File: config.mk
export PLATFORM = sky130hd
export DESIGN_NAME = hazard_ctrl
export DESIGN_NICKNAME = d
export VERILOG_FILES = /design/src/rtl/hazard_ctrl.sv
export SDC_FILE = /design/constraint.sdc
export NUM_CORES = 1
export LEC_CHECK = 0
export CORE_MARGIN = 3
export CORE_UTILIZATION = 30
export CTS_CLUSTER_DIAMETER = 60
export DETAILED_ROUTE_END_ITERATION = 10
export HOLD_SLACK_MARGIN = 0.1
export SYNTH_ARGS = -nofsm -noshare
export SYNTH_HDL_FRONTEND = slang
export SYNTH_SLANG_ARGS = --single-unit
File: constraint.sdc
create_clock -name clk -period 2.4 [get_ports clk]
set_clock_uncertainty 0.1 [all_clocks]
set_input_delay 0.48 -clock clk [delete_from_list [all_inputs] [get_ports clk]]
set_output_delay 0.48 -clock clk [all_outputs]
set_load 0.01 [all_outputs]
File: src/rtl/hazard_ctrl.sv
// hazard_ctrl: pipeline advance/hold/flush/freeze sequencing with load-use bubbles and a saturating stall counter
module hazard_ctrl #(
  parameter int LU_BUBBLES = 1,
  parameter int CNT_W = 16
) (
  input  logic             clk,
  input  logic             rst,
  input  logic [2:0]       id_rs,
  input  logic [2:0]       id_rt,
  input  logic             id_uses_rs,
  input  logic             id_uses_rt,
  input  logic             idex_mem_read,
  input  logic             idex_reg_write,
  input  logic [2:0]       idex_write_sel,
  input  logic             branch_taken,
  input  logic             imem_stall,
  input  logic             dmem_stall,
  input  logic             halt_wb,
  output logic             pc_write_en,
  output logic             if_id_write_en,
  output logic             flush_if_id,
  output logic             stall_decode,
  output logic             freeze_pipe,
  output logic             halted,
  output logic [CNT_W-1:0] stall_count
);
  typedef enum logic [1:0] {RUN, LU_STALL, HALTED} state_t;
  state_t state_q, state_d;
  logic [1:0] bub_q, bub_d;
  logic [CNT_W-1:0] cnt_q, cnt_d;
  logic lu, halt, frz, br, lus, ims, stall_any;
  always_comb begin
    lu = idex_mem_read & idex_reg_write &
         ((id_uses_rs & (id_rs == idex_write_sel)) | (id_uses_rt & (id_rt == idex_write_sel)));
    halt = (state_q == HALTED) | halt_wb;
    frz = !halt & dmem_stall;
    br = !halt & !dmem_stall & branch_taken;
    lus = !halt & !dmem_stall & !branch_taken & (lu | (state_q == LU_STALL));
    ims = !halt & !dmem_stall & !branch_taken & !lu & (state_q != LU_STALL) & imem_stall;
    pc_write_en = !(halt | frz | lus | ims);
    if_id_write_en = !(halt | frz | lus);
    flush_if_id = br | ims;
    stall_decode = halt | br | lus;
    freeze_pipe = frz;
    halted = halt;
    stall_any = !pc_write_en | flush_if_id | stall_decode | freeze_pipe;
    state_d = halt ? HALTED : (frz || !lus) ? (br ? RUN : state_q) :
              (state_q == LU_STALL) ? ((bub_q == 2'd1) ? RUN : LU_STALL) :
              ((LU_BUBBLES > 1) ? LU_STALL : RUN);
    bub_d = (halt || frz) ? bub_q : br ? 2'd0 : !lus ? bub_q :
            (state_q == LU_STALL) ? bub_q - 2'd1 : 2'(LU_BUBBLES - 1);
    cnt_d = (stall_any && state_q != HALTED && !(&cnt_q)) ? cnt_q + CNT_W'(1) : cnt_q;
    stall_count = cnt_q;
  end
  always_ff @(posedge clk) begin
    if (rst) begin
      state_q <= RUN;
      bub_q <= '0;
      cnt_q <= '0;
    end else begin
      state_q <= state_d;
      bub_q <= bub_d;
      cnt_q <= cnt_d;
    end
  end
endmodule

==> results of run 1 <==
-- registers in the layout, indices dropped and copies added, names as in the netlist --
signal       count
state_q          2
bub_q            2
stall_count     16
-- routing by layer --
layer	vias up	GRT usage	wire, um
li1	647	-	-
met4	0	0.0477	19
met1	622	0.163	1390
met5	-	0	0
met3	5	0.0232	172
met2	55	0.267	1730
-- per-stage QoR --
stage,power [W],instance area [um2],util,std cells,setup slack [ns]
after floorplan,0.000422,1200,-,143,0.146
final,0.000737,1890,0.501,249,0.0347
after global routing,0.000779,1890,0.501,249,-0.0713
after detailed placement,0.000511,1740,0.463,241,-0.532
after CTS,0.000736,1840,0.489,249,-0.00554
after global placement,0.000507,1740,0.463,241,-0.476
-- worst reg2reg max path: stages (launching register included) --
cell,delay [ns]
dfxtp_1,0.39
ha_4,0.17
nand3_4,0.11
or3_4,0.38
or3_1,0.37
o211ai_4,0.12
buf_12,0.14
buf_4,0.11
buf_4,0.12
mux2i_1,0.17
nor2_1,0.05
-- area by class of cell --
| type | instances | share of cell area |
|---|---|---|
| multi-input cells | 114 | 0.426 |
| inverters | 4 | 0.00794 |
| flip-flops and latches | 20 | 0.212 |
| repair buffers | 60 | 0.300 |
| well taps | 48 | 0.0318 |
| clock buffers | 3 | 0.0218 |
-- worst max-delay path by stage --
stage / from / endpoint / depth (start not counted) / slack [ns]
floorplan: stall_count[0] / stall_count[1] / 9 / 0.15
global placement: idex_write_sel[1] / stall_decode / 8 / -0.48
finish: id_uses_rs / stall_count[2] / 10 / 0.03
global route: dmem_stall / stall_count[1] / 11 / -0.07
CTS: dmem_stall / stall_count[1] / 11 / -0.006
detailed placement: idex_write_sel[0] / stall_decode / 8 / -0.53
-- cells in the mapped netlist --
library cell	number	area, um2
dfxtp_1	20	400
o211ai_1	1	7.51
nand2b_1	3	18.8
o21ai_1	8	40.0
a21oi_2	5	43.8
or3_4	1	11.3
mux2i_1	1	10.0
o2111ai_1	1	8.76
o21a_1	1	7.51
nor2_1	12	45.0
buf_12	1	20.0
nand2b_2	1	8.76
nor4_1	2	12.5
nor2b_1	3	18.8
or3_2	8	60.1
o31ai_1	3	22.5
a22o_1	1	8.76
o211ai_2	1	12.5
o41ai_1	1	8.76
nand3_2	2	20.0
nand4_1	7	43.8
a21oi_1	10	50.1
and4_1	1	8.76
ha_1	2	25.0
mux2_2	1	11.3
nand3_1	1	5.00
inv_1	4	15.0
xor2_1	2	17.5
nor3_1	2	10.0
clkbuf_1	3	11.3
o21ai_0	6	30.0
nand2_1	9	33.8
or3_1	3	18.8
xnor2_1	7	61.3
nor4b_1	1	8.76
or4_1	2	15.0
or2_2	2	12.5
o21bai_1	1	7.51
nor3b_2	1	12.5
and2_1	1	6.26
buf_6	1	11.3
-- report_power, final --
group          internal (W)  switching [W]
Clock              0.000112       0.000103
Sequential         0.000339     0.00000682
Combinational      0.000101      0.0000762
-- logic make-up after synthesis --
| group | share of synthesized area |
|---|---|
| compound gates | 0.206 |
| xor+xnor | 0.0656 |
| fa+ha+maj | 0.0208 |
| buf+inv | 0.0479 |
| flops | 0.333 |
| mux | 0.0177 |
| simple gates | 0.308 |
-- timing repair --
action | CTS | global route
cloned | 1 | 0
gates resized for setup | 29 | 11
pin swaps | 10 | 4
setup endpoints to repair | 7 | 13
setup buffers | 4 | 0
==> qor.yml, run 1 <==
synthesis:
  yosysUniqueCellTypes: 41
  ys_ff_latch: 20
  yosysWarningCount: 0
  synth_area_per_cell_um2: 8.40
  netlist_instances: 143
  syn_area_um2: 1200
  ys_seq_area_frac: 0.333
  synth_fp_nets: 164
power_and_ir_drop:
  power_density_nw_per_um2: 390
  leakagePower_nw: 0.656
  ir_worst_vdd_mv: 0.180
min_path:
  min_path_cells: 1
  hold_path_class: "reg -> reg"
  min_to: "bub_q[1]"
  min_from: "bub_q[1]"
worst_setup_path:
  cp_data_required_time_ns: 2.48
  slowest_stage: "clkdlybuf4s50_1"
  critPathBufInv: 5
  regToRegStartpoint: "stall_count[1]"
  r2r_cells: 10
  reg2reg_slack_ns: 0.06
  path_common_cell: "buf_6"
  timing.rr.end: "stall_count[1]"
  cp_max_fo: 7
  worstSetupPathType: "in -> reg"
  cpLargestDelayFamily: "buffers and inverters"
  cp_data_arrival_time_ns: 2.45
  crit_chain: "clkdlybuf4s50_1 -> nand4_1 -> a21oi_2 -> buf_6 -> buf_6 -> o211ai_4 -> buf_4 -> buf_16 -> or3_2 -> a21oi_1"
  cpPeakStageDelay_ns: 0.47
  critPathLaunchType: "primary input"
  critPathCaptureType: "flop"
placement:
  dp_hpwl_um: 2430
  io_buffer_count: 40
  gp_congestion: 0.787
final_layout:
  multiInputGateArea_um2: 806
  regArea_um2: 400
  final_cell_mix: "25 x clkdlybuf4s50_1, 20 x dfxtp_1, 15 x buf_4, 12 x nor2_1, 10 x dlygate4sd2_1"
  nNetsFinal: 224
  area_delta_synth_final_pct: 57.4
  nFillCells: 346
  final_common_cell: "clkdlybuf4s50_1"
  diodes: 0
  drive_gt1_frac: 0.269
sta:
  relSlewSlack: 0.741
  fin_setup_tns_ns: 0
  worst_pin_slew_ns: 0.384
  slew_viol_final: 0
  final-hold-violation-count: 0
  rsz0062_at_grt: "yes"
  min_period_ns: 2.37
  max_freq_ghz: 0.423
  holdWs_ns: 0.388
  setup_violations: 0
  min_period_over_period: 0.986
die:
  die_x_um: 69.3
  die_h_um: 69.3
  core_um2: 3770
  ios: 41
  row_count: 22
  dieArea_um2: 4800
  start_util: 0.319
global_route:
  antenna_found_initial: 0
  overflow: 0
  grt_usage: 0.143
  grt_pass1_vias: 1366
  grt_pass1_wl_um: 5800
  grt_max_degree: 17
clock_tree:
  clockBufferDepth: 2
  clock_latency_ns: 0.25
  cts_tree: "done"
  cts.sinks: 20
  clockRootBuffer: "clkbuf_8"
  path_clk_slew_ns: 0.07
  numCtsBuffers: 3
  htreeDepth: 1
  hold_buffers: 0
drt:
  totalWireLength_um: 3310
  dr_total_vias: 1329
  remaining_drc_errors: 0
  postRouteAntennaNets: 0
  drt_first_pass_iters: 4
  vias_per_cell: 5.34
  routedWlPerCell_um: 13.3
  drtIter0Drc: 69
job:
  maxCapViolCount: 0
run_status:
  status: "completed"
Note: power is estimated with default switching activity, not from simulation.
==> run 2: changes to the inputs <==
--- a/config.mk
+++ b/config.mk
@@ -6,10 +6,11 @@
 export NUM_CORES = 1
 export LEC_CHECK = 0
 export CORE_MARGIN = 3
-export CORE_UTILIZATION = 30
+export CORE_UTILIZATION = 45
 export CTS_CLUSTER_DIAMETER = 60
 export DETAILED_ROUTE_END_ITERATION = 10
 export HOLD_SLACK_MARGIN = 0.1
+export PLACE_DENSITY = 0.79
 export SYNTH_ARGS = -nofsm -noshare
 export SYNTH_HDL_FRONTEND = slang
 export SYNTH_SLANG_ARGS = --single-unit
==> run 2 against run 1 <==
  * Routed wire length fell by 0.51%
  * Sequential power barely moved
  * Critical endpoint is now freeze_pipe
  * Final area fell by 6.8%
  * Register-to-register slack improved by 0.08 ns
  * Critical path type is now reg -> out
  * Largest cell class unchanged
==> qor.yml, run 2 (synthesis gave the netlist of run 1 again) <==
run_status:
  status: "completed"
sta:
  slew_viol_final: 0
  final-hold-violation-count: 0
  min_period_ns: 2.36
  finalWorstSetupSlack_ns: 0.0440
  worst_pin_slew_ns: 0.409
  holdWs_ns: 0.406
  setup_violations: 0
  min_period_over_period: 0.982
  max_freq_ghz: 0.424
  relSlewSlack: 0.725
final_layout:
  stdcell_area_um2: 1760
  largest_reg_flops: 16
  nNetsFinal: 221
  final_cell_mix: "25 x clkdlybuf4s50_1, 17 x dfxtp_1, 15 x buf_4, 12 x nor2_1"
  final_core_util: 0.705
  drive_gt1_frac: 0.266
  nFillCells: 205
  multiInputGateArea_um2: 763
  regArea_um2: 404
  diodes: 0
  final_common_cell: "clkdlybuf4s50_1"
  area_delta_synth_final_pct: 46.7
clock_tree:
  clockRootBuffer: "clkbuf_4"
  clockBufferDepth: 2
  cts.sinks: 20
  numCtsBuffers: 3
  cts_tree: "done"
  path_clk_slew_ns: 0.12
  htreeDepth: 1
  clock_latency_ns: 0.30
global_route:
  overflow: 0
  grt_usage: 0.205
  grt_max_degree: 12
  grt_pass1_wl_um: 5490
  grt_pass1_vias: 1247
  antenna_found_initial: 0
die:
  die_h_um: 57.7
  start_util: 0.480
  ios: 41
  dieArea_um2: 3330
  row_count: 18
  die_x_um: 57.7
  core_um2: 2500
placement:
  io_buffer_count: 40
  placed_cell_area_um2: 1710
  gp_congestion: 0.835
  dp_hpwl_um: 2600
  dp_slack_ns: -0.530
drt:
  dr_total_vias: 1270
  vias_per_cell: 5.55
  totalWireLength_um: 3300
  remaining_drc_errors: 0
  drtIter0Drc: 29
  postRouteAntennaNets: 0
  routedWlPerCell_um: 14.4
  drt_first_pass_iters: 4
worst_setup_path:
  critPathBufInv: 2
  cpLargestDelayFamily: "buffers and inverters"
  cpPeakStageDelay_ns: 0.53
  cp_data_arrival_time_ns: 1.78
  slowest_stage: "clkdlybuf4s50_1"
  worstSetupPathType: "reg -> out"
  crit_chain: "nor2b_4 -> nor2_1 -> buf_4 -> and2_1 -> clkdlybuf4s50_1"
  critPathLaunchType: "flop"
  critPathCaptureType: "primary output"
  cp_max_fo: 7
  cp_data_required_time_ns: 1.82
power_and_ir_drop:
  pwr-share-clk: 0.290
  p_int_w: 0.000514
  ir_worst_vdd_mv: 0.320
  leakagePower_nw: 0.628
  switchingPower_w: 0.000185
  power_frac_seq: 0.497
  power_density_nw_per_um2: 397
  swShare: 0.265
  comb_power_share: 0.213
min_path:
  hold_path_class: "reg -> reg"
job:
  maxCapViolCount: 0
## run 2: changes by cell type in the layout (fill, tap and decap cells not counted), moves of 2 or more
cell	previous run	this run
dfxtp_2	0	3
clkbuf_8	3	1
dfxtp_1	20	17
clkbuf_4	0	3
## run 2: area by class of cell
type,count,area share
repair buffers,57,0.287
clock buffers,4,0.0206
multi-input cells,114,0.433
inverters,4,0.00852
well taps,30,0.0213
flip-flops and latches,20,0.229
## run 2: routing by layer
layer,wire length (um),GRT usage
met1,1450,0.258
met2,1670,0.361
met3,143,0.0334
met4,35,0.0530
met5,0,0
## run 2: power groups by stage
stage / Clock, W / Combinational (W) / Sequential, W
2_1_floorplan: 0 / 0.0000655 / 0.000356
3_3_place_gp: 0 / 0.000146 / 0.000353
3_5_place_dp: 0 / 0.000151 / 0.000354
4_1_cts: 0.000203 / 0.000145 / 0.000347
5_1_grt: 0.000221 / 0.000161 / 0.000349
6_report: 0.000202 / 0.000149 / 0.000347
## run 2: per-stage QoR
| step | total power, W | TNS [ns] | cells |
|---|---|---|---|
| global route | 0.000731 | -0.0678 | 229 |
| floorplan | 0.000422 | 0 | 143 |
| CTS | 0.000695 | 0 | 228 |
| detailed placement | 0.000505 | -4.40 | 223 |
| finish | 0.000699 | 0 | 229 |
| global placement | 0.000499 | -3.45 | 223 |
## run 2: worst paths after layout
kind	endpoint	slack, ns	start	cells after the start
worst max-delay path	freeze_pipe	0.04	state_q[1]	5
worst min-delay path	bub_q[1]	0.41	bub_q[1]	1
worst max register to register	stall_count[8]	0.14	stall_count[1]	9
worst min register to register	bub_q[1]	0.41	bub_q[1]	1
## run 2: timing repair
action | CTS | global route
pin swaps | 8 | 0
buffers inserted | 1 | 1
setup endpoints to repair | 6 | 3
hold buffers | 0 | 0
resized for setup | 35 | 4
==> run 3: changes to the inputs <==
--- a/config.mk
+++ b/config.mk
@@ -5,6 +5,7 @@
 export SDC_FILE = /design/constraint.sdc
 export NUM_CORES = 1
 export LEC_CHECK = 0
+export CORE_ASPECT_RATIO = 0.9
 export CORE_MARGIN = 3
 export CORE_UTILIZATION = 45
 export CTS_CLUSTER_DIAMETER = 60
==> run 3 against run 2 <==
  * Sequential share of layout area shrank 0.16 points
  * Hold slack lost 0.0075 ns
  * Critical path type is now reg -> reg
  * Core utilization grew 0.37 points
  * Worst setup slack gained 0.062 ns
==> qor.yml, run 3 (synthesis gave the netlist of run 1 again) <==
run_status:
  status: "completed"
worst_setup_path:
  cp_data_arrival_time_ns: 2.42
  worstSetupPathType: "reg -> reg"
  cp_max_fo: 18
  crit_chain: "ha_1 -> nand3_2 -> or3_4 -> or3_1 -> o211ai_2 -> buf_12 -> buf_4 -> mux2i_1 -> nor2_1"
  cpLargestDelayFamily: "simple AND/OR/NAND/NOR gates"
  cpPeakStageDelay_ns: 0.42
  critPathBufInv: 2
  reg2reg_slack_ns: 0.11
  slowest_stage: "dfxtp_1"
  critPathLaunchType: "flop"
  cp_data_required_time_ns: 2.53
  critPathCaptureType: "flop"
clock_tree:
  hold_buffers: 0
  cts.sinks: 20
  path_clk_slew_ns: 0.13
  cts_tree: "done"
  numCtsBuffers: 3
  clockBufferDepth: 2
  clock_latency_ns: 0.32
  clockRootBuffer: "clkbuf_4"
  htreeDepth: 1
power_and_ir_drop:
  p_total_w: 0.000783
  power_frac_seq: 0.442
  ir_worst_vdd_mv: 0.370
  switchingPower_w: 0.000195
  comb_power_share: 0.186
  pwr-share-clk: 0.372
  leakagePower_nw: 0.627
  power_density_nw_per_um2: 444
  p_int_w: 0.000588
  swShare: 0.249
die:
  start_util: 0.483
  die_x_um: 60.5
  dieArea_um2: 3330
  row_count: 17
  die_h_um: 55.0
  core_um2: 2490
  ios: 41
drt:
  routedWlPerCell_um: 13.6
  drtIter0Drc: 38
  remaining_drc_errors: 0
  totalWireLength_um: 3070
  vias_per_cell: 5.61
  drt_first_pass_iters: 4
  postRouteAntennaNets: 0
  dr_total_vias: 1263
final_layout:
  fin_cells: 225
  drive_gt1_frac: 0.244
  final_cell_mix: "26 x clkdlybuf4s50_1, 19 x dfxtp_1, 13 x buf_4, 12 x nor2_1, 10 x a21oi_1"
  diodes: 0
  nNetsFinal: 219
  area_delta_synth_final_pct: 46.8
  final_common_cell: "clkdlybuf4s50_1"
  largest_reg_flops: 16
  nFillCells: 201
  stdcell_area_um2: 1760
sta:
  slew_viol_final: 0
  final-hold-violation-count: 0
  setup_violations: 0
  min_period_over_period: 0.956
  rsz0062_at_grt: "no"
  min_period_ns: 2.29
  fin_setup_tns_ns: 0
  max_freq_ghz: 0.436
  worst_pin_slew_ns: 0.413
  relSlewSlack: 0.722
global_route:
  antenna_found_initial: 0
  grt_pass1_vias: 1148
  grt_pass1_wl_um: 4910
  grt_max_degree: 19
  grt_usage: 0.197
  overflow: 0
placement:
  gp_congestion: 0.815
  io_buffer_count: 40
  placed_cell_area_um2: 1710
  dp.cells: 220
  dp_hpwl_um: 2370
min_path:
  hold_path_class: "reg -> reg"
job:
  maxCapViolCount: 0
[run 3: path summary, 6_finish.rpt]
path                        from  cells past startpoint        endpoint
setup / recovery  stall_count[1]                      9  stall_count[1]
hold / removal          bub_q[1]                      1        bub_q[1]
setup reg to reg  stall_count[1]                      9  stall_count[1]
hold reg to reg         bub_q[1]                      1        bub_q[1]
[run 3: power by group through the flow]
stage / Clock [W] / Sequential, W / Combinational [W]
floorplan: 0 / 0.000356 / 0.0000655
global placement: 0 / 0.000353 / 0.000146
detailed placement: 0 / 0.000353 / 0.000152
CTS: 0.000293 / 0.000346 / 0.000146
global route: 0.000307 / 0.000348 / 0.000158
finish: 0.000291 / 0.000346 / 0.000146
[run 3: repair_timing]
item | in CTS | in global routing
setup buffers | 1 | 0
setup endpoints to repair | 6 | 9
gates resized for setup | 32 | 2
pin swaps | 8 | 3
[run 3: final cells by class]
cell class                 count  area [um2]  area share
sequential                    20         402       0.228
tap                           28        35.0      0.0199
multi-input combinational    114         758       0.430
inverter                       4        15.0     0.00852
timing repair buffer          55         500       0.284
clock buffer                   3        22.5      0.0128
clock inverter                 1        30.0      0.0170
[run 3: worst register-to-register path, cell delays in order, from the launching register on]
cell	delay, ns
dfxtp_1	0.42
ha_1	0.22
nand3_2	0.10
or3_4	0.39
or3_1	0.33
o211ai_2	0.10
buf_12	0.17
buf_4	0.13
mux2i_1	0.19
nor2_1	0.06
[run 3: per-layer routing]
metal / part of all wire / GRT usage / wire (um)
met2: 0.48 / 0.340 / 1490
met3: 0.058 / 0.0209 / 178
met1: 0.44 / 0.247 / 1340
met5: 0 / 0 / 0
met4: 0.019 / 0.0939 / 59
[run 3: metrics by stage]
step                 util  setup WS [ns]  hold slack, ns
floorplan               -          0.146           0.342
global route        0.708        0.00384           0.441
global placement    0.688         -0.474           0.356
finish              0.708          0.106           0.399
CTS                 0.707       0.000822           0.406
detailed placement  0.688         -0.515           0.375
==> edit 1, RTL diff (flow settings as in run 1) <==
Make the reset (`rst`) asynchronous in one clocked block.
--- a/src/rtl/hazard_ctrl.sv
+++ b/src/rtl/hazard_ctrl.sv
@@ -52,7 +52,7 @@
     cnt_d = (stall_any && state_q != HALTED && !(&cnt_q)) ? cnt_q + CNT_W'(1) : cnt_q;
     stall_count = cnt_q;
   end
-  always_ff @(posedge clk) begin
+  always_ff @(posedge clk or posedge rst) begin
     if (rst) begin
       state_q <= RUN;
       bub_q <= '0;
Formal check against the unedited RTL: differs if rst is asserted again (counterexample within 4 cycles, from zero or initial values and one cycle with rst high); with rst held inactive, the same outputs for 10 cycles.
==> edit 1 against run 1 <==
- sequential power grew 2%
- final area down 10%
- power down 11%
- setup slack worse by 0.0039 ns
- routed wire length down 19%
- non-clock buffer count down 5
- count of clock-buffer cells in the layout did not move
- hold slack gained 0.0028 ns
- sequential cell count is the same
- core utilization decreased by 0.84 points
- synthesized area decreased by 8.2%
==> edit 1: results (changes against run 1) <==
stage	metric	value	unit	change
setup_path	slowest_delay	0.54	ns	+0.07 ns
layout	largest_reg_flops	16		unchanged
clock_network	clock_latency	0.25	ns	about the same
synth	yosysWarnings	0		unchanged
layout	fin_cells	217		-13%
clock_network	clkTransAtPathRegs	0.07	ns	about the same
layout	drive_gt1_share	18.1	%	-8.7 points
setup_path	rr_startpoint	stall_count[0]		
synth	synth.yosys.seq_area_share	45.4	%	+12 points
layout	seq_area	500	um2	+25%
layout	num-nets-final	194		-13%
global_route	track_usage	12.3	%	-2.0 points
drt	drt-total-wl	2.70	mm	-19%
layout	fillers	324		-6.4%
drt	dr.pass1.iters	4		unchanged
clock_network	cts_buffer_depth	2		unchanged
place	gp_congestion	0.847		+7.6%
power	ir_drop	218	uV	+21%
clock_network	htree_levels	1		unchanged
drt	via_per_inst	4.74		-11%
sta	maxSlewHeadroom	80.7	%	+6.5 points
hold_path	hp-start	stall_count[14]		
setup_path	crit_arrival	1.79	ns	-0.66 ns
setup_path	cp_slowest_cell	clkdlybuf4s50_1		
hold_path	holdPathEnd	stall_count[14]		
synth	netlist_instances	114		-20%
global_route	grt_max_degree	21		+4
setup_path	cpMostUsedCell	clkdlybuf4s50_1		
synth	synth_common_cells	dfrtp_1, xnor2_1, nand2_1, nor2_1, nand4_1		
hold_path	hold_depth	1		unchanged
global_route	grt_pass1_wl	4.35	mm	-25%
synth	async_reset_ff_share	100	%	+100 points
drt	drt_iter0_markers	21		-70%
synth	synth.net_count	135		-18%
layout	diodes	0		unchanged
status	outcome	complete, no violations		
place	dp_hpwl	2.04	mm	-16%
place	dp.cells	211		-12%
power	power_leakage	0.000744	uW	+13%
setup_path	rr_worst_depth	7		-3
synth	synth_area_leaders	dfrtp_1, xnor2_1, nand4_1, nand2_1, nor2_1		
synth	ys_types	27		-34%
setup_path	r2r_end	stall_count[1]		
setup_path	r2r_slack	0.33	ns	+0.27 ns
setup_path	worstPathMaxFanout	4		-3
==> edit 1: layout make-up <==
cell class,instances,share of cell area [%]
timing repair buffer,55,28.8
sequential,20,29.5
inverter,4,0.885
tap,46,3.39
multi-input combinational,89,35.0
clock buffer,3,2.43
==> edit 1: where the power goes <==
part	internal, uW	switching, uW
combinational	55.3	36.8
clock	111	99.7
sequential	342	9.17
==> edit 1: worst max-delay path by stage <==
stage	end	slack, ns	from	depth (start not counted)
after floorplan	stall_count[5]	0.47	stall_count[0]	8
after global placement	stall_decode	-0.48	idex_write_sel[0]	7
after detailed placement	flush_if_id	-0.55	idex_write_sel[1]	8
after CTS	halted	0.04	halt_wb	5
after global routing	stall_decode	-0.01	id_rt[2]	8
final	halted	0.03	halt_wb	5
==> edit 1: stage by stage <==
step | utilization (%) | setup WS, ns | cell area [um2] | hold slack (ns)
floorplan | - | 0.474 | 1100 | 0.344
global placement | 47.6 | -0.479 | 1640 | 0.381
detailed placement | 47.6 | -0.554 | 1640 | 0.392
CTS | 49.2 | 0.0411 | 1690 | 0.403
global route | 49.3 | -0.0131 | 1700 | 0.411
finish | 49.3 | 0.0308 | 1700 | 0.390
==> edit 1: kinds of logic after synthesis <==
group	share of synthesized area, %
AND/OR/NAND/NOR	25.1
buffers and inverters	2.38
AO/OA/AOI/OAI	7.15
multiplexers	1.02
adder cells (fa/ha/maj)	2.27
XOR/XNOR	16.7
flip-flops	45.4
==> edit 1: routing by layer <==
metal  track usage [%]  wire [um]  vias up
li1                  -          -      510
met1              15.3       1210      479
met2              20.7       1200       37
met3              2.87        286        2
met4              4.57          8        0
met5                 0          0        -
==> edit 1: what timing repair did <==
action | 4_1_cts | 5_1_grt
setup endpoints to repair | 6 | 4
gates resized for setup | 27 | 7
buffers inserted | 3 | 0
hold buffers | 0 | 0
pin swaps | 11 | 6
==> edit 1: critical path, delay by kind of cell <==
family,cells,cell delay (ns)
buf+inv,4,1.27
simple gates,1,0.04
==> edit 2, RTL diff (config.mk and constraints of run 1) <==
Without the edit above. `CNT_W`: 16 -> 12.
--- a/src/rtl/hazard_ctrl.sv
+++ b/src/rtl/hazard_ctrl.sv
@@ -1,7 +1,7 @@
 // hazard_ctrl: pipeline advance/hold/flush/freeze sequencing with load-use bubbles and a saturating stall counter
 module hazard_ctrl #(
   parameter int LU_BUBBLES = 1,
-  parameter int CNT_W = 16
+  parameter int CNT_W = 12
 ) (
   input  logic             clk,
   input  logic             rst,
Ports: changed (resized stall_count); port bits go from 41 to 37. The function was not compared with the original's and may differ.
==> edit 2 against run 1 <==
- core utilization shrank 1.5 points
- largest cell class unchanged
- highest routed layer unchanged
- critical path depth shrank 2
- power shrank 19%
- setup slack gained 0.038 ns
- synthesized area shrank 19%
- synthesized cell count shrank 17%
- die area shrank 18%
- critical endpoint is now pc_write_en
- first-iteration DRC count shrank 72%
- via count shrank 24%
- final area shrank 21%
- sequential cell count shrank 4
- routed wire length shrank 23%
==> edit 2: results (changes against run 1) <==
stage	metric	value	unit	change
place	portBuffers	36		-10%
layout	fillers	325		-6.1%
global_route	grt-ovfl-total	0		unchanged
global_route	grt_pass1_wl	4.70	mm	-19%
synth	synth_xor_xnor_area_share	9.03	%	+2.5 points
place	dp_hpwl	2.05	mm	-16%
synth	synth_largest_area_cell	dfxtp_1		
hold_path	hp-start	bub_q[0]		
sta	maxSlewHeadroom	71.7	%	-2.5 points
synth	yosysWarnings	0		unchanged
clock_network	clkTransAtPathRegs	0.09	ns	+0.02 ns
clock_network	cts_root_buffer	clkbuf_4		
layout	largest_reg_flops	12		-4
power	power_density	397	mW/mm2	+1.8%
global_route	grt_antenna_before_repair	0		unchanged
synth	synth.net_count	139		-15%
setup_path	rr_worst_depth	7		-3
status	outcome	complete, no violations		
power	ir_drop	153	uV	-15%
synth	synth-adder-area-share	2.58	%	+0.50 points
synth	async_reset_ff_share	0	%	unchanged
synth	synthMuxAreaShare	2.19	%	+0.42 points
global_route	first_global_vias	1100		-19%
hold_path	holdPathEnd	bub_q[0]		
drt	drt-total-wl	2.54	mm	-23%
synth	synth_common_cells	dfxtp_1, nor2_1, nand2_1, or4_1, xnor2_1		
drt	vias	1014		-24%
synth	synth.yosys.seq_area_share	33.0	%	-0.30 points
synth	ys_types	32		-22%
global_route	track_usage	14.3	%	-0.055 points
drt	dr.pass1.iters	4		unchanged
setup_path	r2r_slack	0.32	ns	+0.26 ns
layout	diodes	0		unchanged
clock_network	cts_buffers	3		unchanged
setup_path	worstPathMaxFanout	4		-3
setup_path	r2r_end	stall_count[7]		
global_route	grt_max_degree	19		+2
setup_path	critPathCapture	pc_write_en		
clock_network	cts_setup_buffers	0		-4
power	power_leakage	0.000588	uW	-10%
setup_path	startpoint	idex_write_sel[2]		
power	p_sw	154	uW	-17%
synth	synth_area_leaders	dfxtp_1, xnor2_1, or4_1, nor2_1, a21oi_4		
drt	drt_iter0_markers	19		-72%
hold_path	hold_depth	1		unchanged
synth	synth_compound_area_share	20.0	%	-0.63 points
clock_network	clock_latency	0.29	ns	+0.04 ns
hold_path	hold_path.class	reg2reg		
layout	drive_gt1_share	17.9	%	-9.0 points
layout	num-nets-final	190		-15%
clock_network	htree_levels	1		unchanged
place	gp_congestion	0.741		-5.9%
clock_network	cts_buffer_depth	2		unchanged
setup_path	rr_startpoint	stall_count[0]		
edit 2: cell types whose count changed after synthesis, sizes merged, moves of 2 or more:
cell / change
or3: -10
a21oi: -7
o21ai: -7
or4: +5
dfxtp: -4
nand4: -3
nand2: -2
nor2b: +2
nor4: -2
or2: -2
edit 2: what timing repair did:
| item | CTS | global route |
|---|---|---|
| endpoints found under the setup margin | 6 | 4 |
| gates cloned | 0 | 0 |
| hold buffers | 0 | 0 |
| pin swaps | 8 | 5 |
| gates resized for setup | 30 | 5 |
edit 2: power groups by stage:
stage	clock (uW)	combinational [uW]	sequential [uW]
final	179	133	281
after global routing	197	148	283
after CTS	189	132	281
after detailed placement	0	140	287
after global placement	0	137	287
after floorplan	0	57.8	288
edit 2: worst max-delay path, cell delays in order:
cell,delay [ns]
dlygate4sd2_1,0.26
xnor2_1,0.17
nand4_1,0.16
a21oi_4,0.18
nand2b_4,0.16
nor2_1,0.05
o21a_1,0.16
buf_2,0.13
edit 2: layer usage:
layer	vias to the layer above	routed length, um	track usage [%]
met5	-	0	0
met4	0	27	5.79
met3	4	103	2.70
met2	21	1330	27.8
met1	465	1080	14.7
li1	524	-	-
edit 2: final cells by class:
cell class                 instances  share of cell area, %
multi-input combinational         93                   42.1
clock buffer                       4                   2.42
tap                               44                   3.68
inverter                           5                   1.25
timing repair buffer              50                   29.2
sequential                        16                   21.4
edit 2: per-stage QoR:
step,instance area (um2),instances,setup slack [ns],power [uW],hold WS (ns)
after floorplan,970,118,0.302,346,0.328
after detailed placement,1470,208,-0.605,427,0.349
after CTS,1480,212,0.0417,602,0.375
after global placement,1470,208,-0.547,424,0.343
after global routing,1500,212,-0.00193,628,0.415
final,1500,212,0.0727,593,0.372
